File: config.mk
export PLATFORM = sky130hd
export DESIGN_NAME = wb_timer_array
export DESIGN_NICKNAME = d
export VERILOG_FILES = /design/src/rtl/wb_timer_array.sv
export SDC_FILE = /design/constraint.sdc
export NUM_CORES = 1
export LEC_CHECK = 0
export CAP_MARGIN = 5
export CORE_AREA = 8 8 179 164
export CTS_CLUSTER_DIAMETER = 80
export DETAILED_ROUTE_END_ITERATION = 7
export DIE_AREA = 0 0 187 172
export PLACE_DENSITY_LB_ADDON = 0.1
export SLEW_MARGIN = 20
export SYNTH_ARGS = -nofsm -noshare
export SYNTH_HDL_FRONTEND = slang
export SYNTH_SLANG_ARGS = --single-unit
File: constraint.sdc
create_clock -name CLK_I -period 7.2 [get_ports CLK_I]
set_input_delay 1.44 -clock CLK_I [delete_from_list [all_inputs] [get_ports CLK_I]]
set_output_delay 1.44 -clock CLK_I [all_outputs]
set_load 0.02 [all_outputs]
File: src/rtl/wb_timer_array.sv
// NCH independent countdown timers on a Wishbone slave port, sharing one prescaler.
// Each channel is one-shot or periodic, with sticky done/overrun flags and a maskable IRQ.

module wb_timer_chan #(
  parameter int CNT_W = 16
) (
  input  logic             CLK_I,
  input  logic             RST_I,
  input  logic             tick,
  input  logic             wr_ctrl,
  input  logic [3:0]       ctrl_d,
  input  logic             wr_load,
  input  logic [CNT_W-1:0] load_d,
  input  logic             clr_done,
  input  logic             clr_ovr,
  output logic [CNT_W-1:0] cnt,
  output logic [CNT_W-1:0] load,
  output logic             running,
  output logic             done,
  output logic             ovr,
  output logic             mask,
  output logic             periodic
);
  logic start, stop, expire;

  assign start  = wr_ctrl & ctrl_d[0];
  assign stop   = wr_ctrl & ctrl_d[3] & ~ctrl_d[0];
  // A start or stop landing on a tick edge suppresses that tick for this channel.
  assign expire = tick & running & ~start & ~stop & (cnt == CNT_W'(1));

  always_ff @(posedge CLK_I or posedge RST_I) begin
    if (RST_I) begin
      cnt      <= '0;
      load     <= '0;
      running  <= 1'b0;
      done     <= 1'b0;
      ovr      <= 1'b0;
      mask     <= 1'b1;
      periodic <= 1'b0;
    end else begin
      if (start) begin
        cnt     <= load;
        running <= |load;
      end else if (stop) begin
        running <= 1'b0;
      end else if (expire) begin
        // Reload reads the pre-edge LOAD, so a same-cycle LOAD write waits.
        cnt     <= periodic ? load : '0;
        running <= periodic & (|load);
      end else if (tick & running) begin
        cnt     <= cnt - 1'b1;
      end
      done <= expire | (done & ~clr_done);
      ovr  <= (expire & done) | (ovr & ~clr_ovr);
      if (wr_ctrl) begin
        mask     <= ctrl_d[1];
        periodic <= ctrl_d[2];
      end
      if (wr_load) load <= load_d;
    end
  end
endmodule

module wb_timer_array #(
  parameter int NCH      = 4,
  parameter int CNT_W    = 16,
  parameter int TICK_DIV = 50000000
) (
  input  logic           CLK_I,
  input  logic           RST_I,
  input  logic           WB_CYC_I,
  input  logic           WB_STB_I,
  input  logic           WB_WE_I,
  input  logic [5:0]     WB_ADR_I,
  input  logic [31:0]    WB_DAT_I,
  input  logic [3:0]     WB_SEL_I,
  output logic           WB_ACK_O,
  output logic           WB_ERR_O,
  output logic           WB_RTY_O,
  output logic [31:0]    WB_DAT_O,
  output logic [NCH-1:0] IRQ_O,
  output logic           IRQ_ANY_O
);
  localparam int TW = (TICK_DIV > 1) ? $clog2(TICK_DIV) : 1;

  logic [TW-1:0] tick_cnt;
  logic          tick;
  logic          acc, wr, rd, gw;
  logic          rd_vld;
  logic [5:0]    rd_adr;
  logic [31:0]   rdata;
  logic          unused;

  logic [NCH-1:0][CNT_W-1:0] cnt_v, load_v;
  logic [NCH-1:0]            run_v, done_v, ovr_v, mask_v, per_v;
  logic [NCH-1:0]            wr_ctrl, wr_load, clr_done, clr_ovr;

  assign unused = ^{WB_CYC_I, WB_SEL_I, WB_DAT_I};

  assign tick = (tick_cnt == TW'(TICK_DIV - 1));

  always_ff @(posedge CLK_I or posedge RST_I) begin
    if (RST_I)     tick_cnt <= '0;
    else if (tick) tick_cnt <= '0;
    else           tick_cnt <= tick_cnt + 1'b1;
  end

  // One-cycle ACK; a held STB is only accepted while ACK is low.
  assign acc = WB_STB_I & ~WB_ACK_O;
  assign wr  = acc & WB_WE_I;
  assign rd  = acc & ~WB_WE_I;
  assign gw  = wr & (WB_ADR_I == 6'h3F);

  always_ff @(posedge CLK_I or posedge RST_I) begin
    if (RST_I) begin
      WB_ACK_O <= 1'b0;
      rd_vld   <= 1'b0;
      rd_adr   <= '0;
    end else begin
      WB_ACK_O <= acc;
      rd_vld   <= rd;
      if (rd) rd_adr <= WB_ADR_I;
    end
  end

  for (genvar i = 0; i < NCH; i++) begin : g_ch
    assign wr_ctrl[i]  = wr & (WB_ADR_I == 6'(2 * i));
    assign wr_load[i]  = wr & (WB_ADR_I == 6'(2 * i + 1));
    assign clr_done[i] = (wr_ctrl[i] & WB_DAT_I[8])  | (gw & WB_DAT_I[i]);
    assign clr_ovr[i]  = (wr_ctrl[i] & WB_DAT_I[10]) | (gw & WB_DAT_I[8 + i]);

    wb_timer_chan #(.CNT_W(CNT_W)) u_ch (
      .CLK_I    (CLK_I),
      .RST_I    (RST_I),
      .tick     (tick),
      .wr_ctrl  (wr_ctrl[i]),
      .ctrl_d   (WB_DAT_I[3:0]),
      .wr_load  (wr_load[i]),
      .load_d   (WB_DAT_I[CNT_W-1:0]),
      .clr_done (clr_done[i]),
      .clr_ovr  (clr_ovr[i]),
      .cnt      (cnt_v[i]),
      .load     (load_v[i]),
      .running  (run_v[i]),
      .done     (done_v[i]),
      .ovr      (ovr_v[i]),
      .mask     (mask_v[i]),
      .periodic (per_v[i])
    );
  end

  // Data is muxed from live state using the address captured at the request edge.
  always_comb begin
    rdata = '0;
    if (rd_adr == 6'h3F) begin
      rdata[NCH-1:0]   = done_v;
      rdata[8 +: NCH]  = ovr_v;
    end else begin
      for (int i = 0; i < NCH; i++) begin
        if (rd_adr == 6'(2 * i))
          rdata = {16'(cnt_v[i]), 5'b0, ovr_v[i], run_v[i], done_v[i],
                   5'b0, per_v[i], mask_v[i], 1'b0};
        if (rd_adr == 6'(2 * i + 1))
          rdata = 32'(load_v[i]);
      end
    end
  end

  assign WB_DAT_O  = rd_vld ? rdata : '0;
  assign WB_ERR_O  = 1'b0;
  assign WB_RTY_O  = 1'b0;
  assign IRQ_O     = done_v & ~mask_v;
  assign IRQ_ANY_O = |IRQ_O;
endmodule

==> results of run 1 <==
-- synthesized netlist by cell type (all sizes together), types with 7 or more instances --
cell type  count  area, um^2
o21ai         44       220.2
nor2          73       276.5
o311ai         7       61.31
a211o          9       78.83
nor3          46       240.2
clkbuf        38       142.6
or3           13       81.33
buf           10       58.80
o211ai        21       157.7
a31oi         12       75.07
mux2          73       822.0
nor4b          7       67.56
or4           13       101.4
a21oi         57       285.3
inv           24       90.09
xnor2         11       96.34
nand2        135       506.7
nor4          42       275.3
xor2          11       96.34
a21o          10       75.07
and3          11       68.82
a22oi         68       510.5
nand4         19       118.9
nor2b          9       56.30
and2           7       43.79
nand3         44       220.2
dfrtp        178        4454
o31ai         10       75.07
a221o         13       130.1
ha             9       112.6
-- cell families after synthesis --
kind of cell	after synthesis
other	1
adders and majority gates	9
muxes	82
and+or+nand+nor	447
DFF	182
buffers and inverters	72
xor gates and xnor gates	22
AOI/OAI and AO/OA	286
-- metal layers --
layer / wire [um] / global-route usage [%] / up-vias / part of all wire, %
met3: 3284 / 5.665 / 53 / 8.4
met5: 0 / 0 / - / 0
met1: 18580 / 36.01 / 4831 / 48
met2: 16100 / 34.32 / 468 / 41
met4: 936 / 7.865 / 0 / 2.4
li1: - / - / 4299 / -
-- final cells by class --
type | instances | area [um^2] | share of cell area (%)
diodes | 1 | 2.502 | 0.02084
clock buffers | 17 | 425.4 | 3.543
clock inverters | 13 | 175.2 | 1.459
inverters | 24 | 97.59 | 0.8128
multi-input cells | 848 | 5562 | 46.32
flip-flops and latches | 182 | 4559 | 37.97
well taps | 354 | 442.9 | 3.689
repair buffers | 78 | 743.2 | 6.189
-- through the flow --
step | hold slack, ps | utilization [%] | area (um^2) | instances
floorplan | 425.1 | - | 10380 | 1102
global placement | 448.4 | 43.05 | 11390 | 1486
detailed placement | 453.7 | 43.05 | 11390 | 1486
CTS | 463.5 | 45.32 | 11990 | 1516
global route | 494.5 | 45.37 | 12010 | 1516
finish | 456.4 | 45.38 | 12010 | 1517
-- where the power goes --
group	switching (mW)	total [mW]	internal, mW
Sequential	0.0734	1.13	1.06
Combinational	0.145	0.239	0.0943
Clock	0.443	0.993	0.549
-- worst max-delay path, cell delays in order, from the launching register on --
cell and delay (ps):
dfrtp_1 430, nor3_1 310, nand2b_1 250, nor3_2 880, a22oi_1 270, a21oi_1 410, clkdlybuf4s50_1 700
-- sequential cells by signal, indices dropped and copies added (netlist names) --
signal and cells:
g_ch.u_ch.mask 4, g_ch.u_ch.load 64, g_ch.u_ch.cnt 64, g_ch.u_ch.done 4, WB_ACK_O 1, rd_adr 6, g_ch.u_ch.periodic 4, g_ch.u_ch.ovr 4
g_ch.u_ch.running 4, rd_vld 1, tick_cnt 26
-- how the worst max path moves through the flow --
stage | from | slack, ps | endpoint | cells past startpoint
2_1_floorplan | RST_I | 820 | WB_ACK_O | 1
3_5_place_dp | WB_ADR_I[3] | 2460 | g_ch[2].u_ch.cnt[3] | 7
6_report | rd_adr[4] | 2070 | WB_DAT_O[16] | 6
3_3_place_gp | WB_ADR_I[3] | 2440 | g_ch[2].u_ch.cnt[3] | 7
5_1_grt | rd_adr[1] | 1910 | WB_DAT_O[17] | 5
4_1_cts | rd_adr[1] | 2050 | WB_DAT_O[17] | 5
-- cells in the final DEF (no fill, tap or decap), drive strengths merged, types with 27 or more instances in the layout --
| master | n |
|---|---|
| a21oi | 57 |
| clkdlybuf4s50 | 63 |
| inv | 27 |
| a22oi | 68 |
| nor2 | 73 |
| nor4 | 42 |
| dfrtp | 178 |
| nor3 | 46 |
| nand2 | 135 |
| nand3 | 44 |
| o21ai | 44 |
| mux2 | 73 |
==> results.yml, run 1 <==
placed_design:
  pre_cts_ws_ps: 2456
  hpwl_um: 29050
  portBuffers: 63
  place_congestion: 0.9386
global_routing:
  grt_max_degree: 89
  antenna_found_initial: 0
  grt_first_pass_wirelength_um: 59620
  grtUsageTotal_pct: 24.31
  grt_pass1_vias: 9339
  overflow: 0
setup_path:
  critPathArrivalTime_ps: 3690
  worstSetupPathType: "reg2out"
  rr_startpoint: "tick_cnt[11]"
  reg2reg_to: "g_ch[0].u_ch.cnt[15]"
  end_kind: "output pin"
  worstPathMaxFanout: 16
  reg2reg_depth: 7
  worstPathRequired_ps: 5760
  start_kind: "register"
  r2r_slack_ps: 3810
sta:
  finalCriticalPeriod_ps: 5134
  fin_tns_setup_ps: 0
  finalHoldViolCount: 0
  setup_viol_count_final: 0
  layout_setup_ws_ps: 2066
  fin_crit_sh_pct: 71.30
  max_slew_margin_pct: 26.02
  finClkSkew_ps: 12.46
  finalMaxSlewViolations: 0
  max_slew.worst_pin.slew_ps: 1104
  rsz0062_at_grt: "false"
  timing.fmax_mhz: 194.8
routing:
  vias: 9651
  drt_first_pass_iters: 6
  drt_iter0_drc: 1138
  ant_nets: 0
  vias_per_cell: 6.362
  wirelength_um: 38890
  post_drt_wl_per_cell_um: 25.64
  drc: 0
worst_hold_path:
  min_to: "tick_cnt[0]"
  worst_hold_path.num_cells: 1
  min_path_type: "reg2reg"
  hold_start: "tick_cnt[0]"
power_and_ir_drop:
  vdd_drop_max_v: 0.0001608
  power_density_mw_per_mm2: 197.0
  p_leak_nw: 5.008
  finalPower_mw: 2.366
cts:
  cts_buffer_depth: 2
  insertion_delay_ps: 450
  holdBufCountCts: 0
  tritoncts: "built"
  ctsResizeCount: 0
  numCtsBuffers: 17
  cts.sinks: 182
  htreeDepth: 4
  cts_setup_buffers: 0
  clk_pin_slew_ps: 70
  root_buffer: "clkbuf_16"
synthesis:
  ys_types: 73
  ys_seq_area_share_pct: 43.95
  yosys.area_share.simple_pct: 22.04
  synth_ff_type: "dfrtp_1"
  ys_ff_latch: 182
  synth_top_family_by_area: "simple AND/OR/NAND/NOR gates"
  synth-edff-count: 0
  synth-xor-area-share_pct: 1.857
  synth_warnings: 0
  synth_async_sr_flop_share_pct: 100.0
  synth.cell_area_mm2: 0.01037
  synth_compound_area_share_pct: 19.07
  syn_area_per_cell_um2: 9.422
  synthAdderAreaFrac_pct: 1.086
  syn_inst: 1101
  synth.area.mux_share_pct: 9.155
die:
  rows: 57
  die_x_um: 187
  die_h_um: 172
  pin_count: 87
  coreArea_mm2: 0.02646
  dieArea_mm2: 0.03216
  start_util_pct: 39.21
finish:
  drive_gt1_share_pct: 12.91
  nets: 1207
  area_growth_pct: 15.75
  fillers: 2571
status:
  status: "completed"
run:
  maxCapViolCount: 0
No activity file was read; power rests on OpenSTA's default activity.
==> inputs of run 2 (changes only) <==
Clock period 7.2 ns to 4.8 ns, I/O delays scaled along.
==> run 2 against run 1 <==
Die area unchanged. Final area rose by 1.1%. Flip-flop and latch count unchanged. Combinational power up 54%. Critical path depth increased by 1. Sequential power rose by 50%. Clock power is 44% higher. Sequential share of layout area shrank 0.40 points. Critical endpoint unchanged.
==> results.yml, run 2 (synthesis gave the netlist of run 1 again) <==
sta:
  finalMaxSlewViolations: 0
  fin_hold_ws_ps: 459.1
  finalHoldViolCount: 0
  timing.fmax_mhz: 236.7
  fin_tns_setup_ps: 0
  max_slew_margin_pct: 29.27
  max_slew.worst_pin.slew_ps: 1046
  finalCriticalPeriod_ps: 4225
  rsz0062_at_grt: "false"
  fin_crit_sh_pct: 88.01
  finClkSkew_ps: 18.22
  layout_setup_ws_ps: 575.3
  setup_viol_count_final: 0
setup_path:
  crit_path_frequent_cell: "buf_4"
  crit_buf_inv: 3
  critPathTopFamily: "buffers and inverters"
  crit_path_cell_trace: "nand2_1 > nor2_1 > buf_4 > or3_1 > buf_4 > a21oi_1 > clkdlybuf4s50_1"
  r2r_slack_ps: 1470
  worst_path_largest_cell_delay_ps: 690
  worstSetupPathType: "reg2out"
  start_kind: "register"
  critPathArrivalTime_ps: 3260
  worstPathMaxFanout: 16
  slowest_stage: "clkdlybuf4s50_1"
  end_kind: "output pin"
  worstPathRequired_ps: 3840
die:
  pin_count: 87
  start_util_pct: 39.21
  die_h_um: 172
  die_x_um: 187
  coreArea_mm2: 0.02646
  dieArea_mm2: 0.03216
  rows: 57
cts:
  holdBufCountCts: 0
  htreeDepth: 4
  cts.sinks: 182
  root_buffer: "clkbuf_16"
  numCtsBuffers: 17
  cts_buffer_depth: 2
  cts_setup_buffers: 0
  insertion_delay_ps: 450
  ctsResizeCount: 0
  tritoncts: "built"
  clk_pin_slew_ps: 80
placed_design:
  pre_cts_ws_ps: 861.1
  place_area_mm2: 0.01155
  hpwl_um: 29640
  portBuffers: 63
  place_congestion: 0.9627
  placedCellCount: 1505
power_and_ir_drop:
  seqPwrFrac_pct: 48.6
  clock_power_share_pct: 40.9
  vdd_drop_max_v: 0.0002450
  p_int_mw: 2.437
  power_density_mw_per_mm2: 288.6
  p_switching_mw: 1.066
  p_sw_share_pct: 30.42
  combPwrFrac_pct: 10.5
  p_leak_nw: 5.094
  finalPower_mw: 3.503
finish:
  drive_gt1_share_pct: 14.29
  nets: 1226
  area_growth_pct: 16.98
  fin_util_pct: 45.86
  fin_area_mm2: 0.01214
  layout.cells.most_common: "dfrtp_1"
  reg_top3: "g_ch.u_ch.cnt (64), g_ch.u_ch.load (64), tick_cnt (26)"
  final_cells: 1537
  final_cell_mix: "dfrtp_1 (178), nand2_1 (135), mux2_2 (73)"
  n_antenna_cell: 0
global_routing:
  grt_first_pass_wirelength_um: 60600
  overflow: 0
  antenna_found_initial: 0
  grt_max_degree: 126
  grtUsageTotal_pct: 24.70
  grt_pass1_vias: 9477
routing:
  top_layer: "met4"
  drt_first_pass_iters: 5
  wl_met1_um: 18580
  wl_met2_um: 16890
  dr_wl_met3_um: 3230
  drt_iter0_drc: 1142
  ant_nets: 0
  wirelength_um: 39910
  post_drt_wl_per_cell_um: 25.97
  vias_per_cell: 6.381
  drc: 0
  vias: 9808
worst_hold_path:
  min_path_type: "reg2reg"
status:
  status: "completed"
run:
  maxCapViolCount: 0
[run 2: cell types whose count changed in the layout (fill, tap and decap cells not counted), sizes merged]
cell	delta
buf	+19
inv	+4
bufinv	-3
clkinvlp	+1
diode	-1
[run 2: layout make-up]
cell class | count | area [um^2]
clock buffers | 17 | 425.4
repair buffers | 97 | 898.4
flip-flops and latches | 182 | 4559
well taps | 354 | 442.9
inverters | 24 | 93.84
multi-input cells | 848 | 5557
fillers | 2568 | 14320
clock inverters | 15 | 158.9
[run 2: final timing paths]
kind | from | cells after the start | endpoint
hold / removal | tick_cnt[0] | 1 | tick_cnt[0]
max in group asynchronous | RST_I | 3 | g_ch[3].u_ch.load[8]
setup / recovery | rd_adr[1] | 7 | WB_DAT_O[16]
setup reg to reg | tick_cnt[11] | 8 | g_ch[0].u_ch.cnt[15]
hold reg to reg | tick_cnt[0] | 1 | tick_cnt[0]
min in group asynchronous | RST_I | 3 | tick_cnt[14]
[run 2: per-layer routing]
metal	vias up	global-route usage [%]
li1	4347	-
met1	4907	36.51
met2	499	35.56
met3	55	4.375
met4	0	9.107
met5	-	0
[run 2: power groups by stage]
stage          combinational (mW)  sequential (mW)  clock, mW
5_1_grt                     0.398             1.71       1.51
6_report                    0.368             1.70       1.43
2_1_floorplan               0.244             1.67          0
4_1_cts                     0.363             1.70       1.45
3_5_place_dp                0.361             1.73          0
3_3_place_gp                0.359             1.73          0
==> inputs of run 3 (changes only) <==
Settings changed: CTS_CLUSTER_DIAMETER 80 to 150, TNS_END_PERCENT set to 50.
==> results of run 3 <==
No change in the layout: final DEF, timing and power equal those of run 2.
